## config.mk

```make
export PLATFORM = sky130hd
export DESIGN_NAME = pi_lock_servo
export DESIGN_NICKNAME = d
export VERILOG_FILES = /design/src/rtl/pi_lock_servo.sv
export SDC_FILE = /design/constraint.sdc
export NUM_CORES = 2
export LEC_CHECK = 0
export BUFFER_PORTS_ARGS = -buffer_cell sky130_fd_sc_hd__clkbuf_2
export CORE_MARGIN = 2
export CORE_UTILIZATION = 50
export CTS_BUF_LIST = sky130_fd_sc_hd__clkbuf_2 sky130_fd_sc_hd__clkbuf_4 sky130_fd_sc_hd__clkbuf_8
export DETAILED_ROUTE_END_ITERATION = 10
export GPL_ROUTABILITY_DRIVEN = 0
export HOLD_SLACK_MARGIN = 0.03
export PLACE_DENSITY = 0.66
export SYNTH_ARGS = -nofsm -noshare
export SYNTH_HDL_FRONTEND = slang
export SYNTH_SLANG_ARGS = --single-unit
```

## constraint.sdc

```tcl
create_clock -name clk -period 17.31 [get_ports clk]
set_clock_uncertainty 0.05 [all_clocks]
set_input_delay 0.8655 -clock clk [delete_from_list [all_inputs] [get_ports clk]]
set_output_delay 0.8655 -clock clk [all_outputs]
set_load 0.05 [all_outputs]
```

## src/rtl/pi_lock_servo.sv

```systemverilog
// Proportional-integral lock servo for the OPO cavity loop.
// Takes the filtered error stream, applies programmable P and I gains with a
// saturating integrator and anti-windup, and drives a clamped actuator word.
// Four-stage pipeline, one sample per clock, four clocks of latency.
module pi_lock_servo #(
    parameter int word_width = 16,
    parameter int gain_width = 16,
    parameter int gain_frac  = 8,
    parameter int int_width  = 40
) (
    input  logic                         clk,
    input  logic                         rst,
    input  logic                         enable_i,
    input  logic                         hold_i,
    input  logic                         integ_clear_i,
    input  logic signed [gain_width-1:0] kp_i,
    input  logic signed [gain_width-1:0] ki_i,
    input  logic signed [word_width-1:0] setpoint_i,
    input  logic signed [word_width-1:0] out_min_i,
    input  logic signed [word_width-1:0] out_max_i,
    input  logic signed [word_width-1:0] err_in_i,
    input  logic                         err_valid_i,
    output logic signed [word_width-1:0] ctrl_out_o,
    output logic                         ctrl_valid_o,
    output logic                         saturated_o
);

    localparam int EW = word_width + 1;
    localparam int PW = gain_width + word_width + 1;
    localparam int SW = int_width + 2;

    localparam logic signed [int_width:0] IntMaxW = {2'b00, {(int_width-1){1'b1}}};
    localparam logic signed [int_width:0] IntMinW = -IntMaxW;

    typedef enum logic [1:0] {IDLE, RUN, HOLD} state_t;

    state_t state_q, state_d;
    logic   accept;

    logic signed [EW-1:0]        e_d, e1_q;
    logic                        v1_q;
    logic signed [PW-1:0]        kp_ext, ki_ext, e_ext;
    logic signed [PW-1:0]        p_d, i_d, p2_q, i2_q;
    logic                        v2_q;
    logic signed [int_width:0]   integ_wide, i_wide;
    logic signed [int_width-1:0] integ_d, integ_q, integ_shift;
    logic signed [PW-1:0]        p_shift;
    logic signed [SW-1:0]        sum_d, sum3_q, clamp3, clamp4;
    logic                        v3_q;
    logic                        sat_hi, sat_lo, i_pos, i_neg, windup_block;
    logic signed [word_width-1:0] ctrl_d, ctrl_out_q;
    logic                        sat_d, saturated_q, ctrl_valid_q;

    // Output clamp: upper limit applied first, lower limit last so out_min wins.
    function automatic logic signed [SW-1:0] clampSum(
        input logic signed [SW-1:0]         s,
        input logic signed [word_width-1:0] lo,
        input logic signed [word_width-1:0] hi
    );
        logic signed [SW-1:0] lo_w, hi_w, r;
        lo_w = {{(SW-word_width){lo[word_width-1]}}, lo};
        hi_w = {{(SW-word_width){hi[word_width-1]}}, hi};
        r = s;
        if (r > hi_w) r = hi_w;
        if (r < lo_w) r = lo_w;
        return r;
    endfunction

    // Mode selection and sample acceptance; only a running, unheld servo takes samples.
    always_comb begin
        state_d = state_q;
        accept  = 1'b0;
        case (state_q)
            IDLE:    if (enable_i) state_d = hold_i ? HOLD : RUN;
            RUN:     if (!enable_i) state_d = IDLE; else if (hold_i) state_d = HOLD;
            HOLD:    if (!enable_i) state_d = IDLE; else if (!hold_i) state_d = RUN;
            default: state_d = IDLE;
        endcase
        if (state_q != IDLE && enable_i && !hold_i && err_valid_i) accept = 1'b1;
    end

    // Mode register.
    always_ff @(posedge clk or posedge rst) begin
        if (rst) state_q <= IDLE;
        else     state_q <= state_d;
    end

    // Datapath arithmetic for all stages: error, gain products, integrator, sum and clamps.
    always_comb begin
        e_d    = {setpoint_i[word_width-1], setpoint_i} - {err_in_i[word_width-1], err_in_i};

        kp_ext = {{EW{kp_i[gain_width-1]}}, kp_i};
        ki_ext = {{EW{ki_i[gain_width-1]}}, ki_i};
        e_ext  = {{gain_width{e1_q[EW-1]}}, e1_q};
        p_d    = kp_ext * e_ext;
        i_d    = ki_ext * e_ext;

        i_wide     = {{(int_width+1-PW){i2_q[PW-1]}}, i2_q};
        integ_wide = {integ_q[int_width-1], integ_q} + i_wide;
        if (integ_wide > IntMaxW)      integ_d = IntMaxW[int_width-1:0];
        else if (integ_wide < IntMinW) integ_d = IntMinW[int_width-1:0];
        else                           integ_d = integ_wide[int_width-1:0];

        p_shift     = p2_q >>> gain_frac;
        integ_shift = integ_d >>> gain_frac;
        sum_d       = {{(SW-PW){p_shift[PW-1]}}, p_shift}
                    + {{2{integ_shift[int_width-1]}}, integ_shift};

        clamp3       = clampSum(sum_d, out_min_i, out_max_i);
        sat_hi       = clamp3 < sum_d;
        sat_lo       = clamp3 > sum_d;
        i_pos        = !i2_q[PW-1] && (i2_q != '0);
        i_neg        = i2_q[PW-1];
        windup_block = (sat_hi && i_pos) || (sat_lo && i_neg);

        clamp4 = clampSum(sum3_q, out_min_i, out_max_i);
        ctrl_d = clamp4[word_width-1:0];
        sat_d  = clamp4 != sum3_q;
    end

    // Stage valids; dropping enable squashes everything in flight.
    always_ff @(posedge clk or posedge rst) begin
        if (rst) begin
            v1_q <= 1'b0;
            v2_q <= 1'b0;
            v3_q <= 1'b0;
        end else begin
            v1_q <= accept;
            v2_q <= v1_q && enable_i;
            v3_q <= v2_q && enable_i;
        end
    end

    // Stage data registers only move when their stage carries a valid sample.
    always_ff @(posedge clk or posedge rst) begin
        if (rst) begin
            e1_q   <= '0;
            p2_q   <= '0;
            i2_q   <= '0;
            sum3_q <= '0;
        end else begin
            if (accept) e1_q <= e_d;
            if (v1_q) begin
                p2_q <= p_d;
                i2_q <= i_d;
            end
            if (v2_q) sum3_q <= sum_d;
        end
    end

    // Integrator: clear and idle force zero; otherwise commit unless it would wind up.
    always_ff @(posedge clk or posedge rst) begin
        if (rst)                                          integ_q <= '0;
        else if (integ_clear_i || state_q == IDLE)        integ_q <= '0;
        else if (v2_q && enable_i && !windup_block)       integ_q <= integ_d;
    end

    // Output stage: clamp, flag saturation and pulse valid; zeroed while idle.
    always_ff @(posedge clk or posedge rst) begin
        if (rst) begin
            ctrl_out_q   <= '0;
            saturated_q  <= 1'b0;
            ctrl_valid_q <= 1'b0;
        end else if (state_q == IDLE) begin
            ctrl_out_q   <= '0;
            saturated_q  <= 1'b0;
            ctrl_valid_q <= 1'b0;
        end else begin
            ctrl_valid_q <= v3_q && enable_i;
            if (v3_q && enable_i) begin
                ctrl_out_q  <= ctrl_d;
                saturated_q <= sat_d;
            end
        end
    end

    assign ctrl_out_o   = ctrl_out_q;
    assign ctrl_valid_o = ctrl_valid_q;
    assign saturated_o  = saturated_q;

endmodule
```

* Yosys cells after proc, flatten, opt, wreduce, memory -nomap -nowiden
Index checks and enable logic that the tools add are counted.
** Word-level totals
- Register bits :: 179
- Latch bits :: 0
- RAM bits :: 0
- Memory bits (read-only) :: 0
- Bits of input ports :: 102
- Output and inout port bits :: 18
- Logic and storage cells :: 73
- Memories :: 0
** Cells by class
- Add/subtract/negate cells :: 3
- Multiply operators :: 2
- Divide/modulo/power cells :: 0
- $lt $le $gt $ge :: 8
- Eq/ne operators :: 6
- Shift-type cells :: 0
- Muxes and demuxes :: 21
- Bitwise logic cells :: 0
- Reductions and logical operators :: 21
** Operators with widths (number)
- 42-bit 2-to-1 mux :: 4
- 40-bit 2-to-1 mux :: 4
- 42-bit by 16-bit < comparator with 1-bit output :: 2
- 33-bit by 16-bit greater-than comparator with 1-bit output :: 2
- 16-bit by 17-bit multiplier with 33-bit output :: 2
- 42-bit by 33-bit greater-than comparator with 1-bit output :: 1
- 42-bit by 33-bit < comparator with 1-bit output :: 1
- 42-bit by 33-bit inequality test with 1-bit output :: 1
- 40-bit by 33-bit adder with 41-bit output :: 1
- 41-bit by 40-bit greater-than comparator with 1-bit output, second input constant :: 1
- 41-bit by 40-bit < comparator with 1-bit output, second input constant :: 1
- 25-bit by 32-bit adder with 33-bit output :: 1
- 33-bit nonzero test :: 1
- 16-bit 2-to-1 mux :: 2
- 16-bit by 16-bit subtractor with 17-bit output :: 1
- 2-bit 2-to-1 mux :: 6
- 1-bit logical AND :: 10
- 3-bit inequality test, second input constant :: 2
- 2-bit case mux with 3 select lines :: 1
- 2-bit nonzero test :: 3
- 1-bit 2-to-1 mux :: 4
- 1-bit logical NOT :: 3
- 3-bit AND reduction :: 1
- 2-bit by 1-bit equality test with 1-bit output, second input constant :: 1
- 4 further kinds :: 5

* Depth between registers and ports, before layout
- Word-level depth :: 16
- Depth in mapped cells :: 71
- Gate-level depth less buffers :: 64

* Worst setup path before layout
Ideal clock, no wire load.
- Kind :: register -> register
- From :: reg i2_q[0]
- To :: reg integ_q[11]
- Setup time :: 0.126 ns
- Arrival time :: 13.990 ns
- Data required time :: 17.134 ns
- Path slack :: 3.144 ns
- Stages on the path, launching flop included :: 69
- Cell sequence :: dfrtp_1 > ha_1 > inv_1 > fa_1 > nand2b_1 > a2111oi_2 > o21a_1 > o31a_4 > xor2_1 > or4b_2 > nor4_1 > nand4_1 > o31ai_4 > clkbuf_1 > o21ai_0 > ha_1 > a211oi_1 > o21ai_0 > [33 not listed] > clkbuf_1 > o21a_1 > ha_1 > a21o_1 > a21o_1 > a21o_1 > a21o_1 > a221oi_1 > o21ai_0 > a21oi_1 > o21a_1 > o221ai_1 > and3b_1 > clkbuf_1 > and3_1 > clkbuf_1 > buf_2 > a221o_1
** Between the ends
- Word-level cells in the longest chain between the ends :: 15
** Ends and longest elaborated chain
- start, declared :: RTL line 43 : logic signed [PW-1:0] p_d, i_d, p2_q, i2_q;
- start signal, assigned :: RTL line 145 : i2_q <= i_d;
- 40-bit by 33-bit adder with 41-bit output (*) :: RTL line 99 : integ_wide = {integ_q[int_width-1], integ_q} + i_wide;
- 41-bit by 40-bit < comparator with 1-bit output :: RTL line 101 : else if (integ_wide < IntMinW) integ_d = IntMinW[int_width-1:0];
- 40-bit 2-to-1 mux :: RTL line 101
- 40-bit 2-to-1 mux (*) :: RTL line 100 : if (integ_wide > IntMaxW) integ_d = IntMaxW[int_width-1:0];
- 25-bit by 32-bit adder with 33-bit output (*) :: RTL line 107 : + {{2{integ_shift[int_width-1]}}, integ_shift};
- via sum_d[31] :: RTL line 48 : logic signed [SW-1:0] sum_d, sum3_q, clamp3, clamp4;
- 33-bit by 16-bit greater-than comparator with 1-bit output :: RTL line 64 : if (r > hi_w) r = hi_w;
- 42-bit 2-to-1 mux :: RTL line 64
- 42-bit by 16-bit < comparator with 1-bit output :: RTL line 65 : if (r < lo_w) r = lo_w;
- 42-bit 2-to-1 mux :: RTL line 65
- 42-bit by 33-bit < comparator with 1-bit output / 42-bit by 33-bit greater-than comparator with 1-bit output (equally long branches) :: RTL line 110, 111
- 1-bit logical AND :: RTL line 114 : windup_block = (sat_hi && i_pos) || (sat_lo && i_neg);
- 1-bit logical OR (*) :: RTL line 114
- 1-bit logical NOT (*) :: RTL line 155 : else if (v2_q && enable_i && !windup_block) integ_q <= integ_d;
- 1-bit logical AND (*) :: RTL line 155
- 2-bit nonzero test (no line) (*)
- end signal, assigned :: RTL line 155
- end, declared :: RTL line 46 : logic signed [int_width-1:0] integ_d, integ_q, integ_shift;
Mark *: on every way through the listed nets, which the timed path passes. The rest lies on a longest branch. The select of a mux whose other input is x is not followed.
A chain may end at the register's enable or synchronous reset.

* Worst setup path in the final report
- From :: reg integ_q[0]
- To :: reg integ_q[26]
** Between the ends
- Word-level cells in the longest chain between the ends :: 15
** Ends and longest elaborated chain (RTL line)
- 40-bit by 33-bit adder with 41-bit output (*) :: 99
- 41-bit by 40-bit < comparator with 1-bit output :: 101
- 40-bit 2-to-1 mux :: 101
- 40-bit 2-to-1 mux (*) :: 100
- 25-bit by 32-bit adder with 33-bit output (*) :: 107
- via sum_d[31] :: 48
- 33-bit by 16-bit greater-than comparator with 1-bit output :: 64
- 42-bit 2-to-1 mux :: 64
- 42-bit by 16-bit < comparator with 1-bit output :: 65
- 42-bit 2-to-1 mux :: 65
- 42-bit by 33-bit < comparator with 1-bit output / 42-bit by 33-bit greater-than comparator with 1-bit output (equally long branches) :: 110, 111
- 1-bit logical AND :: 114
- 1-bit logical OR (*) :: 114
- 1-bit logical NOT (*) :: 155
- 1-bit logical AND (*) :: 155
- 2-bit nonzero test (no line) (*)
Marks and branches as above.

==> metrics.json <==
{
  "run_status": {
    "outcome": "completed"
  },
  "grt": {
    "grt_max_degree": 95,
    "grt_pass1_wl_mm": 154.8,
    "first_global_vias": 29562,
    "grt_overflow": 0,
    "total_track_usage": 0.2581,
    "grt_antenna_before_repair": 3
  },
  "worst_setup_path": {
    "timing.critical_path.fanout_max": 44,
    "worst_ep_required_time_ps": 17750,
    "timing.critical_path.to_type": "flip-flop",
    "critPathLaunch": "integ_q[0]",
    "worst_path_dominant_cell_family": "compound AO/OA/AOI/OAI gates",
    "r2r.worst_path.cells": 59,
    "critical-path-top-cell-by-count": "o21ai_0",
    "cpPeakStageDelay_ps": 670,
    "crit_arrival_ps": 16320,
    "path_buf_inv": 3,
    "r2r-end": "integ_q[26]",
    "worst-r2r-setup-slack_ps": 1420,
    "critPathKind": "reg2reg",
    "worst_setup_path_start_kind": "flip-flop",
    "crit_path_top_delay_cell": "or4b_2",
    "r2r-start": "integ_q[0]"
  },
  "timing": {
    "final_period_minus_worst_setup_slack_ps": 15890,
    "worst_slew_pin_slew_ps": 1022,
    "grt_setup_unrepaired": "false",
    "post-route-period-util": 0.9177,
    "max_freq_mhz": 62.95,
    "finalSetupViolations": 0,
    "relSlewSlack": 0.3008,
    "timing.final.hold_violations": 0,
    "setup_tns_ps": 0,
    "final-max-slew-violation-count": 0
  },
  "yosys": {
    "number_of_library_cell_types_mapped_by_synthesis": 88,
    "synth_top_cells_by_area": "fa_1, ha_1, dfrtp_1",
    "ys_dominant_reg_cell": "dfrtp_1",
    "post_synth_edffs": 0,
    "avgSynthCellArea_um2": 8.836,
    "yosys_register_bits": 171,
    "post-synth-top-area-fraction": 0.3030,
    "synth_area_um2": 36610,
    "synth_async_sr_flop_share": 1.000,
    "postSynthNetCount": 5215,
    "most_frequently_used_cell_type_in_the_post_synthesis_netlist": "inv_1",
    "ys_top_cells_by_count": "inv_1, fa_1, nand2_1, ha_1, and2_1",
    "yosys_warnings": 0,
    "yosysSeqAreaShare": 0.1169,
    "synthDominantAreaCellType": "fa_1",
    "syn-instance-count": 4143
  },
  "placed_design": {
    "place.port_buffers": 119,
    "hpwl_after_detailed_placement_mm": 76.40
  },
  "routing": {
    "totalWireLength_mm": 92.98,
    "top_layer": "met5",
    "drt_first_pass_iters": 5,
    "detail_route.wl_per_cell_um": 18.15,
    "met2_wl_mm": 44.31,
    "wirelength_met1_mm": 41.68,
    "dr_total_vias": 28775,
    "met3WireLength_mm": 4.882,
    "antenna_violating_nets_post_route": 0,
    "detail_route.drc_violations": 0,
    "drt-initial-drc-count": 1851,
    "drt-vias-per-instance": 5.616
  },
  "clock_network": {
    "tritoncts": "done",
    "ctsHtreeMaxLevel": 4,
    "ctsLongestPathBuffers": 2,
    "cts.sink_count": 171,
    "clock-root-buffer": "clkbuf_8",
    "insertion_delay_ps": 600,
    "cts.reportedPaths.clkPinSlew_ps": 140,
    "cts_buffers": 17
  },
  "die": {
    "core_region_area_um2": 72710,
    "num_io_pins": 120,
    "chipHeight_um": 274.6,
    "initial_core_util": 0.5035,
    "fp.dieW_um": 274.6,
    "core.rowCount": 99,
    "dieArea_um2": 75400
  },
  "flow_run": {
    "max_cap_violations": 0
  },
  "cells_and_area": {
    "layout_cells_sized_above_1": 0.07229,
    "area_growth_pct": 5.322,
    "finalNetCount": 5223
  },
  "hold_path": {
    "timing.hold.worst.class": "in2async"
  }
}
## final cells by class
class                           instances  area [µm²]
Antenna cell                            1       2.502
Clock buffer                           17       234.0
Clock inverter                         15       198.9
Fill cell                            6816       34160
Inverter                              726        2733
Multi-Input combinational cell       3078       29030
Sequential cell                       171        4280
Tap cell                              959        1200
Timing Repair Buffer                  157       880.8
## placed cells by master, fill, tap and decap left out, drive strengths merged, types with 9 or more instances in the layout
master    n
xnor2   102
a221o    23
nand2b   61
o21ai   195
nand2   463
mux2i    19
nand4    56
nor2b    24
a21o     81
inv     733
or2       9
o211ai   21
and2    214
a211oi   24
nor4     31
a31oi    20
or3      14
nor3     39
buf      38
o31ai    21
o221ai   22
o21bai   11
a21oi   183
o21a     45
dfrtp   171
fa      554
mux2     67
xor2     44
clkbuf  136
ha      416
nor2    145
nand3    44
## cells by family after synthesis
logic type,count (synthesis),share of synthesized area
flip-flops,171,0.1169
multiplexers,86,0.02580
AND/OR/NAND/NOR,1134,0.1513
buffers and inverters,895,0.09235
AO/OA/AOI/OAI,735,0.1319
XOR/XNOR,146,0.03493
adder cells (fa/ha/maj),976,0.4468
## flip-flops by register name, indices dropped and copies added, names as in the netlist
name / flops
ctrl_out_o: 16
ctrl_valid_o: 1
e1_q: 17
i2_q: 33
integ_q: 40
p2_q: 25
saturated_o: 1
state_q: 2
sum3_q: 33
v1_q: 1
v2_q: 1
v3_q: 1
## worst max-delay path by stage
stage / end / cells after the start
after floorplan: integ_q[11] / 68
after global placement: integ_q[5] / 60
after detailed placement: integ_q[13] / 61
after CTS: integ_q[2] / 61
after global routing: integ_q[32] / 60
final: integ_q[26] / 59
## metal layers
layer,global-route usage,vias up
li1,-,13555
met4,0.06465,2
met3,0.03133,111
met1,0.3540,14324
met2,0.4351,783
met5,0,-
## per-stage QoR
stage | instances | area [µm²] | setup WS (ps) | util | hold WS (ps)
after floorplan | 4143 | 36610 | 3144 | - | 425.3
final | 5124 | 38560 | 1424 | 0.5303 | 275.4
after global placement | 5087 | 38070 | 1478 | 0.5236 | 415.4
after global routing | 5124 | 38560 | 77.77 | 0.5303 | 333.9
after detailed placement | 5087 | 38070 | 1062 | 0.5236 | 423.3
after CTS | 5119 | 38500 | 961.1 | 0.5295 | 315.8
## repair_timing
item | 4_1_cts | 5_1_grt
endpoints found under the setup margin | 0 | 38
hold buffers | 0 | 0
gates resized for setup | 0 | 5
setup buffers | 0 | 3
Power is not shown: default switching activity piles up to over one toggle a cycle in this logic, so the estimate is an artifact.
